$ cat src/rtl/cf_apb_init_pkg.sv
// Shared types for the CF APB initiator: FSM state encoding and the
// sizing helper for the optional ACCESS watchdog.
package cf_apb_init_pkg;

  typedef enum logic [1:0] {
    ST_IDLE   = 2'd0,
    ST_SETUP  = 2'd1,
    ST_ACCESS = 2'd2,
    ST_RESP   = 2'd3
  } state_e;

  localparam int TIMEOUT_DFLT = 16;

  // Width of a counter that must be able to hold the value TIMEOUT.
  function automatic int tmo_cnt_w(input int timeout);
    return $clog2(timeout + 1);
  endfunction

endpackage

$ cat src/rtl/cf_apb_initiator_if.sv
// Command/response stream plus APB3 bus seen by the CF APB initiator.
// Handshakes: a beat transfers on a rising clock edge where valid and ready
// are both high; the producer holds valid and its payload until that edge.
interface cf_apb_initiator_if #(
  parameter int AW = 32,
  parameter int DW = 32
);
  logic          req_valid;
  logic          req_ready;
  logic          req_write;
  logic [AW-1:0] req_addr;
  logic [DW-1:0] req_wdata;
  logic          rsp_valid;
  logic          rsp_ready;
  logic [DW-1:0] rsp_rdata;
  logic          rsp_err;
  logic [AW-1:0] PADDR;
  logic          PWRITE;
  logic          PSEL;
  logic          PENABLE;
  logic [DW-1:0] PWDATA;
  logic [DW-1:0] PRDATA;
  logic          PREADY;

  modport master (
    input  req_valid, req_write, req_addr, req_wdata, rsp_ready, PRDATA, PREADY,
    output req_ready, rsp_valid, rsp_rdata, rsp_err,
           PADDR, PWRITE, PSEL, PENABLE, PWDATA
  );

  modport slave (
    output req_valid, req_write, req_addr, req_wdata, rsp_ready, PRDATA, PREADY,
    input  req_ready, rsp_valid, rsp_rdata, rsp_err,
           PADDR, PWRITE, PSEL, PENABLE, PWDATA
  );
endinterface

$ cat src/rtl/cf_apb_wdog.sv
// ACCESS-phase watchdog: counter cleared by load, advanced by en, with an
// expiry flag raised during the LIMIT-th counted cycle.
module cf_apb_wdog #(
  parameter int W     = 5,
  parameter int LIMIT = 16
) (
  input  logic clk,
  input  logic rst_n,
  input  logic load,
  input  logic en,
  output logic expired
);
  logic [W-1:0] cnt;

  // Count holds k-1 during the k-th enabled cycle; it parks once expired.
  assign expired = (cnt == W'(LIMIT - 1));

  always_ff @(posedge clk or negedge rst_n) begin
    if (!rst_n) begin
      cnt <= '0;
    end else if (load) begin
      cnt <= '0;
    end else if (en && !expired) begin
      cnt <= cnt + 1'b1;
    end
  end
endmodule

$ cat src/rtl/cf_apb_initiator.sv
// APB3 initiator: one command in, one APB transfer out, one response back.
// Define CF_APB_TIMEOUT_EN to abort ACCESS phases that outlast TIMEOUT cycles.
module cf_apb_initiator
  import cf_apb_init_pkg::*;
#(
  parameter int AW      = 32,
  parameter int DW      = 32,
  parameter int TIMEOUT = TIMEOUT_DFLT
) (
  input  logic                PCLK,
  input  logic                PRESETn,
  cf_apb_initiator_if.master  bus,
  output logic [1:0]          fsm_state
);
  localparam logic [1:0] S_IDLE   = 2'(ST_IDLE);
  localparam logic [1:0] S_SETUP  = 2'(ST_SETUP);
  localparam logic [1:0] S_ACCESS = 2'(ST_ACCESS);
  localparam logic [1:0] S_RESP   = 2'(ST_RESP);

  logic [1:0]    state;
  logic [AW-1:0] paddr_q;
  logic          pwrite_q;
  logic [DW-1:0] pwdata_q;
  logic [DW-1:0] rdata_q;

  // Bus controls decode straight from the state register, so an async
  // reset drops PSEL/PENABLE immediately.
  assign bus.req_ready = (state == S_IDLE);
  assign bus.rsp_valid = (state == S_RESP);
  assign bus.PSEL      = (state == S_SETUP) || (state == S_ACCESS);
  assign bus.PENABLE   = (state == S_ACCESS);
  assign bus.PADDR     = paddr_q;
  assign bus.PWRITE    = pwrite_q;
  assign bus.PWDATA    = pwdata_q;
  assign bus.rsp_rdata = rdata_q;
  assign fsm_state     = state;

`ifdef CF_APB_TIMEOUT_EN
  localparam int CW = tmo_cnt_w(TIMEOUT);

  logic tmo_hit;
  logic err_q;

  cf_apb_wdog #(.W(CW), .LIMIT(TIMEOUT)) u_wdog (
    .clk     (PCLK),
    .rst_n   (PRESETn),
    .load    (state == S_SETUP),
    .en      (state == S_ACCESS),
    .expired (tmo_hit)
  );

  // PREADY on the expiry cycle still counts as a normal completion.
  always_ff @(posedge PCLK or negedge PRESETn) begin
    if (!PRESETn) begin
      err_q <= 1'b0;
    end else if (state == S_ACCESS && (bus.PREADY || tmo_hit)) begin
      err_q <= !bus.PREADY;
    end
  end

  assign bus.rsp_err = err_q;
`else
  // TIMEOUT only matters when the watchdog is compiled in.
  logic unused_timeout;
  assign unused_timeout = (TIMEOUT != 0);
  assign bus.rsp_err    = 1'b0;
`endif

  always_ff @(posedge PCLK or negedge PRESETn) begin
    if (!PRESETn) begin
      state    <= S_IDLE;
      paddr_q  <= '0;
      pwrite_q <= 1'b0;
      pwdata_q <= '0;
      rdata_q  <= '0;
    end else begin
      case (state)
        S_IDLE: begin
          if (bus.req_valid) begin
            paddr_q  <= bus.req_addr;
            pwrite_q <= bus.req_write;
            pwdata_q <= bus.req_wdata;
            state    <= S_SETUP;
          end
        end
        S_SETUP: state <= S_ACCESS;
        S_ACCESS: begin
          if (bus.PREADY) begin
            rdata_q <= pwrite_q ? '0 : bus.PRDATA;
            state   <= S_RESP;
          end
`ifdef CF_APB_TIMEOUT_EN
          else if (tmo_hit) begin
            rdata_q <= '0;
            state   <= S_RESP;
          end
`endif
        end
        S_RESP: begin
          if (bus.rsp_ready) state <= S_IDLE;
        end
        default: state <= S_IDLE;
      endcase
    end
  end
endmodule
$ cat src/flat_wrapper.sv
// flat-port wrapper written by rule: the top's interface ports become plain ports
module cf_apb_initiator_flat import cf_apb_init_pkg::*;
#(
  parameter int AW      = 32,
  parameter int DW      = 32,
  parameter int TIMEOUT = TIMEOUT_DFLT
)
  (PCLK, PRESETn, fsm_state, bus_req_valid, bus_req_write, bus_req_addr, bus_req_wdata, bus_rsp_ready, bus_PRDATA, bus_PREADY, bus_req_ready, bus_rsp_valid, bus_rsp_rdata, bus_rsp_err, bus_PADDR, bus_PWRITE, bus_PSEL, bus_PENABLE, bus_PWDATA);
  cf_apb_initiator_if #(.AW(AW), .DW(DW)) bus_i ();
  input  logic PCLK;
  input  logic PRESETn;
  output logic [1:0] fsm_state;
  input wire logic [$bits(bus_i.req_valid)-1:0] bus_req_valid;
  input wire logic [$bits(bus_i.req_write)-1:0] bus_req_write;
  input wire logic [$bits(bus_i.req_addr)-1:0] bus_req_addr;
  input wire logic [$bits(bus_i.req_wdata)-1:0] bus_req_wdata;
  input wire logic [$bits(bus_i.rsp_ready)-1:0] bus_rsp_ready;
  input wire logic [$bits(bus_i.PRDATA)-1:0] bus_PRDATA;
  input wire logic [$bits(bus_i.PREADY)-1:0] bus_PREADY;
  output wire logic [$bits(bus_i.req_ready)-1:0] bus_req_ready;
  output wire logic [$bits(bus_i.rsp_valid)-1:0] bus_rsp_valid;
  output wire logic [$bits(bus_i.rsp_rdata)-1:0] bus_rsp_rdata;
  output wire logic [$bits(bus_i.rsp_err)-1:0] bus_rsp_err;
  output wire logic [$bits(bus_i.PADDR)-1:0] bus_PADDR;
  output wire logic [$bits(bus_i.PWRITE)-1:0] bus_PWRITE;
  output wire logic [$bits(bus_i.PSEL)-1:0] bus_PSEL;
  output wire logic [$bits(bus_i.PENABLE)-1:0] bus_PENABLE;
  output wire logic [$bits(bus_i.PWDATA)-1:0] bus_PWDATA;
  assign bus_i.req_valid = bus_req_valid;
  assign bus_i.req_write = bus_req_write;
  assign bus_i.req_addr = bus_req_addr;
  assign bus_i.req_wdata = bus_req_wdata;
  assign bus_i.rsp_ready = bus_rsp_ready;
  assign bus_i.PRDATA = bus_PRDATA;
  assign bus_i.PREADY = bus_PREADY;
  assign bus_req_ready = bus_i.req_ready;
  assign bus_rsp_valid = bus_i.rsp_valid;
  assign bus_rsp_rdata = bus_i.rsp_rdata;
  assign bus_rsp_err = bus_i.rsp_err;
  assign bus_PADDR = bus_i.PADDR;
  assign bus_PWRITE = bus_i.PWRITE;
  assign bus_PSEL = bus_i.PSEL;
  assign bus_PENABLE = bus_i.PENABLE;
  assign bus_PWDATA = bus_i.PWDATA;
  cf_apb_initiator #(.AW(AW), .DW(DW), .TIMEOUT(TIMEOUT)) u_core (.PCLK(PCLK), .PRESETn(PRESETn), .bus(bus_i), .fsm_state(fsm_state));
endmodule
$ cat config.mk
export PLATFORM = sky130hd
export DESIGN_NAME = cf_apb_initiator_flat
export DESIGN_NICKNAME = d
export VERILOG_FILES = /design/src/rtl/cf_apb_init_pkg.sv /design/src/rtl/cf_apb_initiator_if.sv /design/src/rtl/cf_apb_wdog.sv /design/src/rtl/cf_apb_initiator.sv /design/src/flat_wrapper.sv
export SDC_FILE = /design/constraint.sdc
export NUM_CORES = 1
export LEC_CHECK = 0
export BUFFER_PORTS_ARGS = -buffer_cell sky130_fd_sc_hd__buf_4
export CORE_MARGIN = 2
export CORE_UTILIZATION = 35
export DETAILED_ROUTE_END_ITERATION = 16
export PLACE_DENSITY = 0.76
export SLEW_MARGIN = 0
export SYNTH_ARGS = -nofsm -noshare
export SYNTH_HDL_FRONTEND = slang
export SYNTH_SLANG_ARGS = --single-unit
$ cat constraint.sdc
create_clock -name PCLK -period 1.45 [get_ports PCLK]
set_input_delay 0.2175 -clock PCLK [delete_from_list [all_inputs] [get_ports PCLK]]
set_output_delay 0.2175 -clock PCLK [all_outputs]
set_load 0.05 [all_outputs]
Yosys cells after proc, flatten, opt, wreduce, memory -nomap -nowiden. Index checks and enable logic that the tools add are counted.

Output and inout bits: 104. Input port bits: 102. Logic and storage cells: 21. Flip-flop bits (word level): 99.

Reduce and logical (&&, ||, !) cells: 5. Equal/unequal tests: 6. Muxes and demuxes: 5.

Operators with widths (count): two-way mux 32 bit (1); case mux 2 bit (4 select lines) (1); two-way mux 2 bit (3); != test 2 bit, second input constant (3); equality test 2 bit, second input constant (2); AND reduction 2 bit (2); AND reduction 3 bit (1); equality test 2 x 1 -> 1 bit, second input constant (1); logical NOT 2 bit (1); logical OR 1 bit (1).

Depth between registers and ports, before layout.
Word-level depth: 3. Depth in mapped cells: 6. Gate-level depth less buffers: 5.

Worst setup path before layout. Ideal clock, no wire load.

Kind: reg-to-reg. Start point: reg u_core.state[0] (netlist: u_core.fsm_state[0]). End point: reg u_core.paddr_q[12] (netlist: u_core.bus.PADDR[12]). Setup slack: -0.681 ns. Path buffers: 2. Cell stages (with the launch flop): 7. Arrival: 2.006 ns. Setup time: 0.125 ns. Clock period less this slack: 2.131 ns. Cells stage by stage: dfrtp_1 inv_1 ha_1 nand2_1 buf_6 buf_6 mux2_4.

Cells in the longest elaborated chain, start to end: 2.

RTL lines: start, declared (line cf_apb_initiator.sv:20) `logic [1:0] state;`; start signal, assigned (line cf_apb_initiator.sv:71) `state <= S_IDLE;`; start signal, assigned (line cf_apb_initiator.sv:83) `state <= S_SETUP;`; start signal, assigned (line cf_apb_initiator.sv:86) `S_SETUP: state <= S_ACCESS;`; logical NOT 2 bit; net bus_req_ready (line flat_wrapper.sv:20) `output wire logic [$bits(bus_i.req_ready)-1:0] bus_req_ready;`; AND reduction 2 bit (no source line); end signal, assigned (line cf_apb_initiator.sv:80) `paddr_q <= bus.req_addr;`; end, declared (line cf_apb_initiator.sv:21) `logic [AW-1:0] paddr_q;`.

The timed path passes the listed nets, and every way through them passes these cells. A chain may end at the register's enable or synchronous reset.

Worst setup path after layout.
Start point: reg u_core.state[0] (netlist: u_core.fsm_state[0]). End point: reg u_core.paddr_q[22] (netlist: u_core.bus.PADDR[22]).

Cells in the longest elaborated chain, start to end: 2.

RTL lines: logical NOT 2 bit (line cf_apb_initiator.sv:77) `case (state)`; AND reduction 2 bit (no source line).

Every way passes these cells.

==> out/summary.txt <==
Via/cell ratio: 4.52
I/O Buffers: 204
GPL Wtd Cong: 0.772
Top_reg_cell synth: dfrtp_1
WL per Instance: 15.3 um
Initial antenna violation count: 0
Die width: 112 um
Router iterations before antenna repair: 4
Crit-path cells: inv_4, ha_4, nand2_8, buf_12, mux2_4
Final setup fails: 35
DP HPWL: 7540 um
Final Cycle Share: 103%
Wire length on met3: 770 um
Core Box Area: 11400 um^2
Avg Inst Size Synth: 14.1 um^2
Clk_skew: 0.00792 ns
Remaining antenna violation count after routing: 0
Placed cell area: 5940 um^2
Clock Path Buffers: 2
Hold Crit Class: in2reg
First-pass GRT wire length: 16600 um
Cells after DPL: 638
Final Cell Area: 6400 um^2
Gr usage total: 16.4%
CP Buf/Inv Count: 2
Mapped cell area: 4100 um^2
WS Path Type: reg2reg
Final hold violations: 0
Max cap viols: 0
Clk root buf: clkbuf_16
Worst-Skew Late Latency: 0.33 ns
Met1 WL: 4400 um
RSZ-0062 raised after global routing: true
Total wire length: 10100 um
Post-route insts no fill: 661
Largest net degree at the start of global routing: 51
Synth Warn #: 0
Rows: 39
Ranking of synthesized cells by area: dfrtp_1, mux2_4, nand2b_1
XOR/XNOR Fraction of Synth Area: 0%
Setup crit end kind: flop
Count leader, synth: dfrtp_1
Slowest CP cell: dfrtp_2
Met2 WL post-DR: 4810 um
Full die area: 12600 um^2
Area growth, synth to finish: 56.0%
N_diodes: 0
DRC: 0
CTS Buf Count: 9
Setup crit start kind: flop
Post-synthesis sequential area ratio: 60.4%
I/O pins: 206
Top routing layer in use: met4
Die Ht: 112 um
Final net count: 618
Post-synth top area cell: dfrtp_1
Fraction of synthesized area in multiplexers: 22.7%
Status: finished, violations left
Hold_ws: 0.109 ns
Worst EP required: 1.66 ns
FF+latch count, synth: 99
EDFF count, synth: 0
CTS Sinks: 99
Cell count after synthesis: 291
Number of distinct library cells after synthesis: 16
Synth Area in Compound Gates: 4.52%
Clk slew on worst S/H paths: 0.06 ns
CTS H-tree lvls: 3
Vias in the first global route: 3213
Asr flop ratio synth: 100%
FMAX: 0.670 GHz
Vias: 2986
Initial core utilization: 35.9%
Syn Nets: 396
Layout cell share with drive strength beyond 1: 61.4%
CTS tree: done
Share of the synthesized area in the top cell type: 60.4%
Synth top cells by count: dfrtp_1, mux2_4, nand2_1
GRT overflow: 0
CP peak stage delay: 0.45 ns
Min cycle time layout: 1.49 ns
Detailed Route Iter0 Violations: 148
Setup slack after layout: -0.0427 ns
Final Max Slew Viols: 0
Delay-heaviest family, CP: flip-flops
Failing checks: negative setup slack
Crit Path Max Fanout: 20
Adder-cell share of the synthesized area: 0.916%
Largest family of logic cells by synthesized area: multiplexers
Area fraction in and, or, nand and nor cells after synthesis: 8.15%
CP Data Arrival Time: 1.70 ns
[logic make-up after synthesis]
| logic type | Yosys count |
|---|---|
| DFF | 99 |
| and+or+nand+nor | 67 |
| muxes | 66 |
| AOI/OAI and AO/OA | 34 |
| buffers and inverters | 21 |
| adders and majority gates | 3 |
| other | 1 |
[cells in the final DEF (no fill, tap or decap), types with 3 or more instances in the layout]
master	Yosys	final
buf_8	0	3
dfrtp_2	0	3
o21ai_0	32	29
dfrtp_1	99	96
buf_6	6	7
buf_12	0	3
mux2_2	16	7
o21ai_1	0	3
clkbuf_16	0	10
nand2b_1	32	32
buf_4	1	212
nand2_1	34	32
mux2_4	50	59
[timing repair]
| action | CTS | global route |
|---|---|---|
| gates cloned | 1 | 1 |
| endpoints found under the hold margin | 19 | 0 |
| gates resized for setup | 15 | 4 |
| setup endpoints to repair | 68 | 77 |
| buffers inserted | 2 | 2 |
| hold buffers | 1 | 0 |
| pin swaps | 0 | 2 |
[area by class of cell]
type | count | area [um^2]
fill | 966 | 5020
sequential | 99 | 2480
timing repair buffer | 227 | 1810
multi-input combinational | 172 | 1590
clock buffer | 12 | 246
tap | 143 | 179
clock inverter | 4 | 73.8
inverter | 4 | 17.5
[layer usage]
layer / vias up / GRT usage (%)
met2: 121 / 26.3
met5: - / 0
met4: 0 / 5.85
met3: 11 / 4.37
li1: 1418 / -
met1: 1436 / 21.7
[sequential cells by signal, summed over array words and instances, names as in the netlist]
name                  flops
u_core.bus.rsp_rdata     32
u_core.fsm_state          2
u_core.bus.PWRITE         1
u_core.bus.PADDR         32
u_core.bus.PWDATA        32
[worst reg2reg max path, cell delays in order, from the launching register on]
cell     delay, ns
dfrtp_2       0.45
inv_4         0.09
ha_4          0.23
nand2_8       0.11
buf_12        0.19
mux2_4        0.31
[final timing paths]
| kind | endpoint | startpoint | slack (ns) | cells after the start |
|---|---|---|---|---|
| min reg2reg | u_core.bus.rsp_rdata[30] | u_core.bus.rsp_rdata[30] | 0.49 | 2 |
| min in group asynchronous | u_core.bus.PADDR[17] | PRESETn | 0.32 | 2 |
| max in group asynchronous | u_core.bus.rsp_rdata[21] | PRESETn | 0.57 | 3 |
| max reg2reg | u_core.bus.PADDR[22] | u_core.fsm_state[0] | -0.04 | 5 |
| min | u_core.bus.PWDATA[13] | bus_req_wdata[13] | 0.11 | 2 |
| max | u_core.bus.PADDR[22] | u_core.fsm_state[0] | -0.04 | 5 |
[metrics by stage]
stage,util [%],setup TNS (ns),setup slack [ns]
after CTS,55.7,-1.07,-0.0516
after global placement,52.0,0,0.00501
final,56.0,-0.952,-0.0427
after detailed placement,52.0,-2.25,-0.0656
after floorplan,-,-14.54,-0.252
after global routing,56.0,-3.52,-0.0943
Power is not shown: default switching activity piles up to over one toggle a cycle in this logic, so the estimate is an artifact.
